File: src/rtl/cordic_pkg.sv
// -----------------------------------------------------------------------------
// cordic_pkg
// Shared encodings for the multimode CORDIC control unit:
//   - coordinate-system (mode) encodings as presented on the mode input
//   - controller state encodings
//   - hyperbolic repeat-step indices (4, 13, 40) and a lookup helper
// -----------------------------------------------------------------------------
package cordic_pkg;

    typedef enum logic [1:0] {
        MODE_LIN     = 2'b00,
        MODE_CIRC    = 2'b01,
        MODE_HYP     = 2'b10,
        MODE_ILLEGAL = 2'b11
    } cordic_mode_e;

    typedef enum logic [1:0] {
        ST_IDLE = 2'b00,
        ST_INIT = 2'b01,
        ST_CALC = 2'b10,
        ST_DONE = 2'b11
    } cu_state_e;

    // Hyperbolic CORDIC only converges if these shift indices are executed twice.
    localparam int unsigned REPEAT_IDX_0 = 4;
    localparam int unsigned REPEAT_IDX_1 = 13;
    localparam int unsigned REPEAT_IDX_2 = 40;

    // Index is passed at full 32-bit width so the compare never truncates the
    // constants (40 does not fit a 4-bit index).
    function automatic logic is_repeat_idx(input logic [31:0] idx);
        return (idx == REPEAT_IDX_0) || (idx == REPEAT_IDX_1) || (idx == REPEAT_IDX_2);
    endfunction

endpackage

File: src/rtl/cordic_iter_counter.sv
// -----------------------------------------------------------------------------
// cordic_iter_counter
// Shift-index counter for the CORDIC control unit. Holds the current index and
// the hyperbolic repeat flag, initialises the index per coordinate system and
// flags the terminal step.
// Ports:
//   clk, rst_n  : clock, asynchronous active-low reset
//   init_i      : load start index (1 for hyperbolic, else 0), clear repeat flag
//   step_i      : advance one CORDIC step (hold once on a repeat index)
//   hyp_i       : current operation is hyperbolic
//   idx_o       : current shift index
//   last_o      : current step is the final one of the operation
// -----------------------------------------------------------------------------
module cordic_iter_counter
    import cordic_pkg::*;
#(
    parameter int N_ITER     = 24,
    parameter int ITER_W     = 6,
    parameter bit HYP_REPEAT = 1'b1
) (
    input  logic              clk,
    input  logic              rst_n,
    input  logic              init_i,
    input  logic              step_i,
    input  logic              hyp_i,
    output logic [ITER_W-1:0] idx_o,
    output logic              last_o
);

    localparam logic [ITER_W-1:0] IDX_LAST_LC  = ITER_W'(N_ITER - 1);
    localparam logic [ITER_W-1:0] IDX_LAST_HYP = ITER_W'(N_ITER);

    logic [ITER_W-1:0] idx_q;
    logic              rep_q;
    logic              rep_pending;

    // A repeat is pending when this hyperbolic step sits on a repeat index that
    // has not yet been executed twice.
    always_comb begin
        rep_pending = HYP_REPEAT && hyp_i && is_repeat_idx(32'(idx_q)) && !rep_q;
        if (hyp_i) begin
            last_o = (idx_q == IDX_LAST_HYP) && !rep_pending;
        end else begin
            last_o = (idx_q == IDX_LAST_LC);
        end
    end

    // NOTE: sequential state uses non-blocking assignments so every register
    // samples the pre-edge values, independent of statement order.
    always_ff @(posedge clk or negedge rst_n) begin
        if (!rst_n) begin
            idx_q <= '0;
            rep_q <= 1'b0;
        end else if (init_i) begin
            idx_q <= hyp_i ? ITER_W'(1) : '0;
            rep_q <= 1'b0;
        end else if (step_i) begin
            if (rep_pending) begin
                rep_q <= 1'b1;
            end else begin
                idx_q <= idx_q + 1'b1;
                rep_q <= 1'b0;
            end
        end
    end

    assign idx_o = idx_q;

endmodule

File: src/rtl/cordic_multimode_cu.sv
// -----------------------------------------------------------------------------
// cordic_multimode_cu
// Control unit for the shared X/Y/Z floating-point CORDIC datapath supporting
// linear, circular and hyperbolic coordinates in rotation or vectoring mode.
// Ports:
//   clk, rst_n            : clock, asynchronous active-low reset
//   start, mode, vectoring: operation request, sampled only in IDLE
//   sign_y, sign_z        : sign bits of the live Y/Z registers (same-cycle use)
//   abort                 : synchronous cancel, returns to IDLE without done
//   loadX/Y/Z, loadMode   : datapath register load enables
//   sel_input             : datapath muxes take external operands (INIT)
//   sigma_neg             : negative rotation direction for this step
//   shift_amt             : shift index / atan-atanh ROM address
//   mode_q                : latched coordinate system
//   busy, done, err       : status; err qualifies the one-cycle done pulse
// All outputs decode state/registers (plus the sign inputs), never start.
// -----------------------------------------------------------------------------
module cordic_multimode_cu
    import cordic_pkg::*;
#(
    parameter int N_ITER     = 24,
    parameter int ITER_W     = 6,
    parameter bit HYP_REPEAT = 1'b1
) (
    input  logic              clk,
    input  logic              rst_n,
    input  logic              start,
    input  logic [1:0]        mode,
    input  logic              vectoring,
    input  logic              sign_y,
    input  logic              sign_z,
    input  logic              abort,
    output logic              loadX,
    output logic              loadY,
    output logic              loadZ,
    output logic              loadMode,
    output logic              sel_input,
    output logic              sigma_neg,
    output logic [ITER_W-1:0] shift_amt,
    output logic [1:0]        mode_q,
    output logic              busy,
    output logic              done,
    output logic              err
);

    cu_state_e    state_q;
    cordic_mode_e mode_lat_q;
    logic         vec_q;
    logic         err_q;

    logic [ITER_W-1:0] idx;
    logic              last_step;
    logic              in_init;
    logic              in_calc;

    assign in_init = (state_q == ST_INIT);
    assign in_calc = (state_q == ST_CALC);

    cordic_iter_counter #(
        .N_ITER     (N_ITER),
        .ITER_W     (ITER_W),
        .HYP_REPEAT (HYP_REPEAT)
    ) u_iter_counter (
        .clk    (clk),
        .rst_n  (rst_n),
        .init_i (in_init),
        .step_i (in_calc),
        .hyp_i  (mode_lat_q == MODE_HYP),
        .idx_o  (idx),
        .last_o (last_step)
    );

    always_ff @(posedge clk or negedge rst_n) begin
        if (!rst_n) begin
            state_q    <= ST_IDLE;
            mode_lat_q <= MODE_LIN;
            vec_q      <= 1'b0;
            err_q      <= 1'b0;
        end else if (abort && (state_q != ST_IDLE)) begin
            state_q <= ST_IDLE;
        end else begin
            case (state_q)
                ST_IDLE: begin
                    if (start) begin
                        if (mode == MODE_ILLEGAL) begin
                            // mode_q keeps the last legal mode on an illegal request.
                            err_q   <= 1'b1;
                            state_q <= ST_DONE;
                        end else begin
                            mode_lat_q <= cordic_mode_e'(mode);
                            vec_q      <= vectoring;
                            err_q      <= 1'b0;
                            state_q    <= ST_INIT;
                        end
                    end
                end
                ST_INIT: state_q <= ST_CALC;
                ST_CALC: begin
                    if (last_step) begin
                        state_q <= ST_DONE;
                    end
                end
                ST_DONE: state_q <= ST_IDLE;
                default: state_q <= ST_IDLE;
            endcase
        end
    end

    // NOTE: every output gets a default first so no path through this block
    // can leave a value unassigned and infer a latch.
    always_comb begin
        loadX     = 1'b0;
        loadY     = 1'b0;
        loadZ     = 1'b0;
        loadMode  = 1'b0;
        sel_input = 1'b0;
        sigma_neg = 1'b0;
        shift_amt = '0;
        if (in_init) begin
            loadX     = 1'b1;
            loadY     = 1'b1;
            loadZ     = 1'b1;
            loadMode  = 1'b1;
            sel_input = 1'b1;
        end else if (in_calc) begin
            // Linear CORDIC leaves X untouched across iterations.
            loadX     = (mode_lat_q != MODE_LIN);
            loadY     = 1'b1;
            loadZ     = 1'b1;
            shift_amt = idx;
            sigma_neg = vec_q ? ~sign_y : sign_z;
        end
    end

    assign mode_q = mode_lat_q;
    assign busy   = (state_q != ST_IDLE);
    assign done   = (state_q == ST_DONE);
    assign err    = (state_q == ST_DONE) && err_q;

endmodule
File: config.mk
export PLATFORM = sky130hd
export DESIGN_NAME = cordic_multimode_cu
export DESIGN_NICKNAME = d
export VERILOG_FILES = /design/src/rtl/cordic_pkg.sv /design/src/rtl/cordic_iter_counter.sv /design/src/rtl/cordic_multimode_cu.sv
export SDC_FILE = /design/constraint.sdc
export NUM_CORES = 1
export LEC_CHECK = 0
export ABC_AREA = 1
export ABC_CLOCK_PERIOD_IN_PS = 4900
export BUFFER_PORTS_ARGS = -buffer_cell sky130_fd_sc_hd__buf_2
export CORE_MARGIN = 2
export CORE_UTILIZATION = 32
export DETAILED_ROUTE_END_ITERATION = 8
export SYNTH_ARGS = -nofsm -noshare
export SYNTH_HDL_FRONTEND = slang
export SYNTH_HIERARCHICAL = 1
export SYNTH_SLANG_ARGS = --single-unit
File: constraint.sdc
create_clock -name clk -period 4.9 [get_ports clk]
set_clock_uncertainty 0.2 [all_clocks]
set_input_delay 0.245 -clock clk [delete_from_list [all_inputs] [get_ports clk]]
set_output_delay 0.245 -clock clk [all_outputs]
set_load 0.05 [all_outputs]
==> results.sh, run 1 <==
export IMPL_status="complete, no violations"
export IMPL_reg2reg_from="state_q[1]$_DFFE_PN0P_"
export IMPL_hold_viol_final=0
export IMPL_globalplace_congestion=0.813
export IMPL_layout_nets=190
export IMPL_antenna_cells=0
export IMPL_antenna_found_initial=0
export IMPL_reg2reg_slack_ns=2.93
export IMPL_tightest_slew_ns=0.631
export IMPL_cp_end_kind="primary output"
export IMPL_synth_yosys_seq_area_share_pct=30.8
export IMPL_grt_max_degree=18
export IMPL_yosysWarnings=6
export IMPL_detail_route_antenna_nets=0
export IMPL_overflow=0
export IMPL_cts_buffers=3
export IMPL_drtIter0Drc=40
export IMPL_clk_pin_slew_ns=0.08
export IMPL_p_per_area_nw_per_um2=622
export IMPL_drt_pass1_iterations=4
export IMPL_slew_headroom_pct=57.9
export IMPL_synth_cell_area_sq_um=1050
export IMPL_die_w_um=61.4
export IMPL_io_buffers=25
export IMPL_cp_max_fo=17
export IMPL_synth_cell_types=25
export IMPL_finalCritPeriodShare_pct=49.5
export IMPL_leakage_nw=0.679
export IMPL_fmax_mhz=412
export IMPL_routedWlPerCell_um=10.7
export IMPL_crit_family="adder cells"
export IMPL_pin_count=26
export IMPL_layout_min_cycle_time_ns=2.43
export IMPL_viasPerCell=4.69
export IMPL_die_h_um=61.4
export IMPL_cp_buffers_inverters=2
export IMPL_setup_worst_path_start_class="flip-flop"
export IMPL_slowest_stage="ha_1"
export IMPL_whs_endpoint="mode_q[1]$_DFFE_PN0P_"
export IMPL_maxCapViolations=0
export IMPL_crit_type="flip-flop to primary output"
export IMPL_finalPower_w=0.000777
export IMPL_rsz0062_at_grt="no"
export IMPL_root_buffer="clkbuf_4"
export IMPL_area_growth_pct=18.4
export IMPL_clock_latency_ns=0.28
export IMPL_layout_cells_non_filler=216
export IMPL_hold_class="input port to flip-flop"
export IMPL_globalRouteMet2Util_pct=25.1
export IMPL_drcViolationCount=0
export IMPL_synth_seq_cells=13
export IMPL_placed_cells=209
export IMPL_vias=1013
export IMPL_setup_viol=0
export IMPL_slew_viol_final=0
export IMPL_mostFrequentLayoutCells="nand2_1 (38), buf_2 (25), nor2_1 (17)"
export IMPL_peakVddDrop_uv=390
export IMPL_arrival_ns=1.98
export IMPL_post_place_ws_ns=2.75
export IMPL_min_delay_path_depth=3
export IMPL_max_stage_delay_ns=0.57
export IMPL_setup_tns_ns=0
export IMPL_cts_max_level=1
export IMPL_whs_ns=0.00740
export IMPL_rows=20
export IMPL_syn_avg_cell_area_sq_um=7.27
export IMPL_drt_total_wl_mm=2.31
export IMPL_use_met1_pct=18.0
export IMPL_clock_sinks=13
export IMPL_drive_above_1_share_pct=25.6
export IMPL_die_area_sq_um=3770
export IMPL_syn_nets=162
export IMPL_worstPathRequired_ns=4.45
export IMPL_cts_tree="built"
export IMPL_min_delay_start="mode[1]"
export IMPL_ff2ff_path_depth=7
export IMPL_grt_pass1_vias=930
export IMPL_fp_coreArea_sq_um=3100
export IMPL_busiest_layer="met2"
export IMPL_grt_pass1_wl_mm=4.04
export IMPL_fin_ws_ns=2.47
export IMPL_dp_hpwl_mm=1.78
export IMPL_start_util_pct=34.0
export IMPL_grt_usage_pct=14.2
export IMPL_clock_path_buffers=2
export IMPL_fillers=365
export IMPL_postSynthCellCount=145
export IMPL_final_common_cell="nand2_1"
export IMPL_r2r_end="u_iter_counter/idx_o[4]$_DFFE_PN0P_"
export IMPL_worstPathCellList="inv_1, ha_1, nand2_1, a211oi_1, buf_2"
export IMPL_use_met3_pct=3.78
## timing repair
item / in CTS / in global routing
resized for setup: 0 / 0
hold buffers: 3 / 0
buffers inserted: 0 / 0
endpoints found under the setup margin: 0 / 0
endpoints found under the hold margin: 15 / 0
## synthesized netlist by cell type
master    count  area share [%]
nand2_1      38              14
nor2_1       17             6.0
nand3_1      16             7.6
inv_1        15             5.3
dfrtp_1      13              31
ha_1          8             9.5
nand2_2       6             3.6
nand4_1       5             3.0
o21ai_0       4             1.9
a21oi_1       3             1.4
buf_4         2             1.4
buf_6         2             2.1
inv_2         2            0.71
nand2_4       2             2.1
o21ai_1       2            0.95
a211oi_1      1            0.71
buf_2         1            0.47
nand3_2       1            0.95
nand3_4       1             1.7
nand3b_4      1             1.9
nor2_4        1             1.1
nor3_2        1            0.95
o41ai_1       1            0.83
or2_2         1            0.59
xor2_1        1            0.83
## routing by layer
layer / up-vias / share of wire [%] / wire length (um)
li1: 523 / - / -
met1: 465 / 46 / 1070
met2: 23 / 48 / 1110
met3: 2 / 5.4 / 125
met4: 0 / 0.43 / 10
met5: - / 0 / 0
## flip-flops by register name, summed over array words and instances (netlist names)
name	flops
mode_q	2
vec_q	1
err_q	1
u_iter_counter/rep_q	1
state_q	2
u_iter_counter/idx_o	6
## worst max path at each step
stage / start / end / slack (ns) / depth (start not counted)
6_report: state_q[0]$_DFFE_PN0P_ / sigma_neg / 2.47 / 5
5_1_grt: state_q[0]$_DFFE_PN0P_ / sigma_neg / 2.26 / 5
4_1_cts: state_q[0]$_DFFE_PN0P_ / sigma_neg / 2.43 / 5
3_5_place_dp: state_q[0]$_DFFE_PN0P_ / sigma_neg / 2.75 / 5
3_3_place_gp: state_q[0]$_DFFE_PN0P_ / sigma_neg / 2.83 / 5
2_1_floorplan: state_q[1]$_DFFE_PN0P_ / sigma_neg / 2.22 / 5
## cell type report
class	instances	area [sq um]	share of cell area, %
multi-input cells	110	623	49.9
flip-flops and latches	13	325	26.1
repair buffers	28	155	12.4
inverters	17	63.8	5.11
well taps	44	55.1	4.41
clock buffers	4	26.3	2.10
## power breakdown
part	leakage, nW	switching (W)	internal [W]
Clock	0.0150	0.0000365	0.0000316
Sequential	0.170	0.0000415	0.000144
Combinational	0.494	0.000387	0.000137
## worst reg2reg max path: stages (launching register included)
cell and delay [ns]:
dfrtp_1 0.41, inv_1 0.13, ha_1 0.49, inv_1 0.30, o21ai_0 0.15, a21oi_1 0.06, nand3_1 0.07, nand2_1 0.06
## logic make-up (layout without fill, tap and decap cells)
kind of cell / after synthesis / count (layout) / share of synthesized area (%)
AND/OR/NAND/NOR: 90 / 90 / 42.9
XOR/XNOR: 1 / 1 / 0.831
adder cells (fa/ha/maj): 8 / 8 / 9.49
buffers and inverters: 22 / 49 / 10.1
flip-flops: 13 / 13 / 30.8
AO/OA/AOI/OAI: 11 / 11 / 5.81
## stage by stage
step,instance area (sq um),utilization (%)
CTS,1250,40.2
detailed placement,1190,38.4
global placement,1190,38.4
finish,1250,40.2
floorplan,1050,-
global route,1250,40.2
Note: power is estimated with default switching activity, not from simulation.
==> inputs of run 2 (changes only) <==
--- a/config.mk
+++ b/config.mk
@@ -6,7 +6,7 @@
 export NUM_CORES = 1
 export LEC_CHECK = 0
 export ABC_AREA = 1
-export ABC_CLOCK_PERIOD_IN_PS = 4900
+export ABC_CLOCK_PERIOD_IN_PS = 2300
 export BUFFER_PORTS_ARGS = -buffer_cell sky130_fd_sc_hd__buf_2
 export CORE_MARGIN = 2
 export CORE_UTILIZATION = 32
==> constraint.sdc (replaced) <==
create_clock -name clk -period 2.3 [get_ports clk]
set_clock_uncertainty 0.2 [all_clocks]
set_input_delay 0.115 -clock clk [delete_from_list [all_inputs] [get_ports clk]]
set_output_delay 0.115 -clock clk [all_outputs]
set_load 0.05 [all_outputs]
==> results.sh, run 2 (synthesized netlist as in run 1, its figures left out) <==
export IMPL_status="complete, no violations"
export IMPL_largest_reg_flops=6
export IMPL_leakage_nw=0.708
export IMPL_grt_pass1_vias=938
export IMPL_fmax_mhz=495
export IMPL_dp_hpwl_mm=1.83
export IMPL_overflow=0
export IMPL_rsz0062_at_grt="no"
export IMPL_grt_usage_pct=14.6
export IMPL_crit_type="flip-flop to primary output"
export IMPL_finalCritPeriodShare_pct=87.9
export IMPL_setup_viol=0
export IMPL_die_area_sq_um=3770
export IMPL_grt_max_degree=14
export IMPL_layout_nets=196
export IMPL_antenna_cells=0
export IMPL_drt_total_wl_mm=2.40
export IMPL_clock_sinks=13
export IMPL_p_per_area_nw_per_um2=1300
export IMPL_cp_end_kind="primary output"
export IMPL_viasPerCell=4.56
export IMPL_root_buffer="clkbuf_4"
export IMPL_drtIter0Drc=47
export IMPL_hold_viol_final=0
export IMPL_routedWlPerCell_um=10.8
export IMPL_switchingPower_w=0.00100
export IMPL_setup_worst_path_start_class="flip-flop"
export IMPL_peakVddDrop_uv=1210
export IMPL_regArea_sq_um=325
export IMPL_start_util_pct=34.0
export IMPL_detail_route_antenna_nets=0
export IMPL_p_clk_share_pct=8.6
export IMPL_clk_pin_slew_ns=0.09
export IMPL_final_core_utilization_pct=42.1
export IMPL_layout_min_cycle_time_ns=2.02
export IMPL_antenna_found_initial=0
export IMPL_grt_pass1_wl_mm=4.05
export IMPL_die_w_um=61.4
export IMPL_tightest_slew_ns=0.328
export IMPL_cp_max_fo=7
export IMPL_worstPathRequired_ns=1.99
export IMPL_hold_class="input port to asynchronous set/reset pin"
export IMPL_area_growth_pct=23.8
export IMPL_die_h_um=61.4
export IMPL_io_buffers=25
export IMPL_vias=1012
export IMPL_drive_above_1_share_pct=27.0
export IMPL_switching_share_pct=59.0
export IMPL_mostFrequentLayoutCells="nand2_1 (38), buf_2 (25), nor2_1 (17)"
export IMPL_drcViolationCount=0
export IMPL_fillers=351
export IMPL_cts_resized_gates=0
export IMPL_drt_pass1_iterations=4
export IMPL_arrival_ns=1.71
export IMPL_postCtsSetupBuffers=0
export IMPL_slew_viol_final=0
export IMPL_setup_tns_ns=0
export IMPL_p_comb_share_pct=68.2
export IMPL_finalPower_w=0.00170
export IMPL_hold_buffers=6
export IMPL_pin_count=26
export IMPL_rows=20
export IMPL_cts_tree="built"
export IMPL_pwr_share_seq_pct=23.2
export IMPL_clock_latency_ns=0.28
export IMPL_maxCapViolations=0
export IMPL_cts_max_level=1
export IMPL_fp_coreArea_sq_um=3100
export IMPL_final_common_cell="nand2_1"
export IMPL_clock_path_buffers=2
export IMPL_p_int_w=0.000698
export IMPL_slew_headroom_pct=78.1
export IMPL_cts_buffers=3
export IMPL_globalplace_congestion=0.853
export IMPL_multiInputGateArea_sq_um=628
-- run 2: power by group through the flow --
stage | sequential [W] | combinational (W) | clock, W
detailed placement | 0.000398 | 0.00116 | 0
CTS | 0.000394 | 0.00117 | 0.000158
global route | 0.000410 | 0.00127 | 0.000170
floorplan | 0.000427 | 0.000933 | 0
global placement | 0.000394 | 0.00115 | 0
finish | 0.000395 | 0.00116 | 0.000146
-- run 2: critical path, cell delays in order, from the launching register on --
cell     delay, ns
dfrtp_1       0.42
inv_1         0.12
ha_1          0.29
buf_4         0.20
nand2_1       0.05
nor2_1        0.09
buf_2         0.26
-- run 2: worst paths after layout --
check                                                     from                                   to  slack, ns  cells after the start
min reg2reg                                  vec_q$_DFFE_PN0P_                    vec_q$_DFFE_PN0P_       0.33                      2
max                                     state_q[0]$_DFFE_PN0P_                         shift_amt[2]       0.28                      6
max in group asynchronous                                rst_n                    vec_q$_DFFE_PN0P_       1.59                      2
min in group clk                             vec_q$_DFFE_PN0P_                    vec_q$_DFFE_PN0P_       0.33                      2
min                                                      rst_n  u_iter_counter/idx_o[2]$_DFFE_PN0P_       0.06                      2
max reg2reg                u_iter_counter/idx_o[0]$_DFFE_PN0P_               state_q[1]$_DFFE_PN0P_       0.54                      9
-- run 2: metal layers --
metal	vias to the layer above	share of wire [%]	track usage, %
li1	530	-	-
met1	452	45	16.8
met2	28	49	26.7
met3	2	4.7	3.78
met4	0	0.54	3.95
met5	-	0	0
-- run 2: final cells by class --
class / count / area share (%)
clock buffer: 4 / 2.01
inverter: 17 / 4.89
multi-input combinational: 110 / 48.1
sequential: 13 / 24.9
tap: 44 / 4.21
timing repair buffer: 34 / 15.9
-- run 2: per-stage QoR --
stage	hold slack (ns)	instances	worst slack (ns)	cell area, sq um
finish	0.0606	222	0.279	1310
global route	0.0879	222	0.122	1310
CTS	0.0574	222	0.232	1310
detailed placement	-0.167	212	0.547	1220
global placement	-0.172	212	0.568	1220
floorplan	-0.381	145	0.230	1060
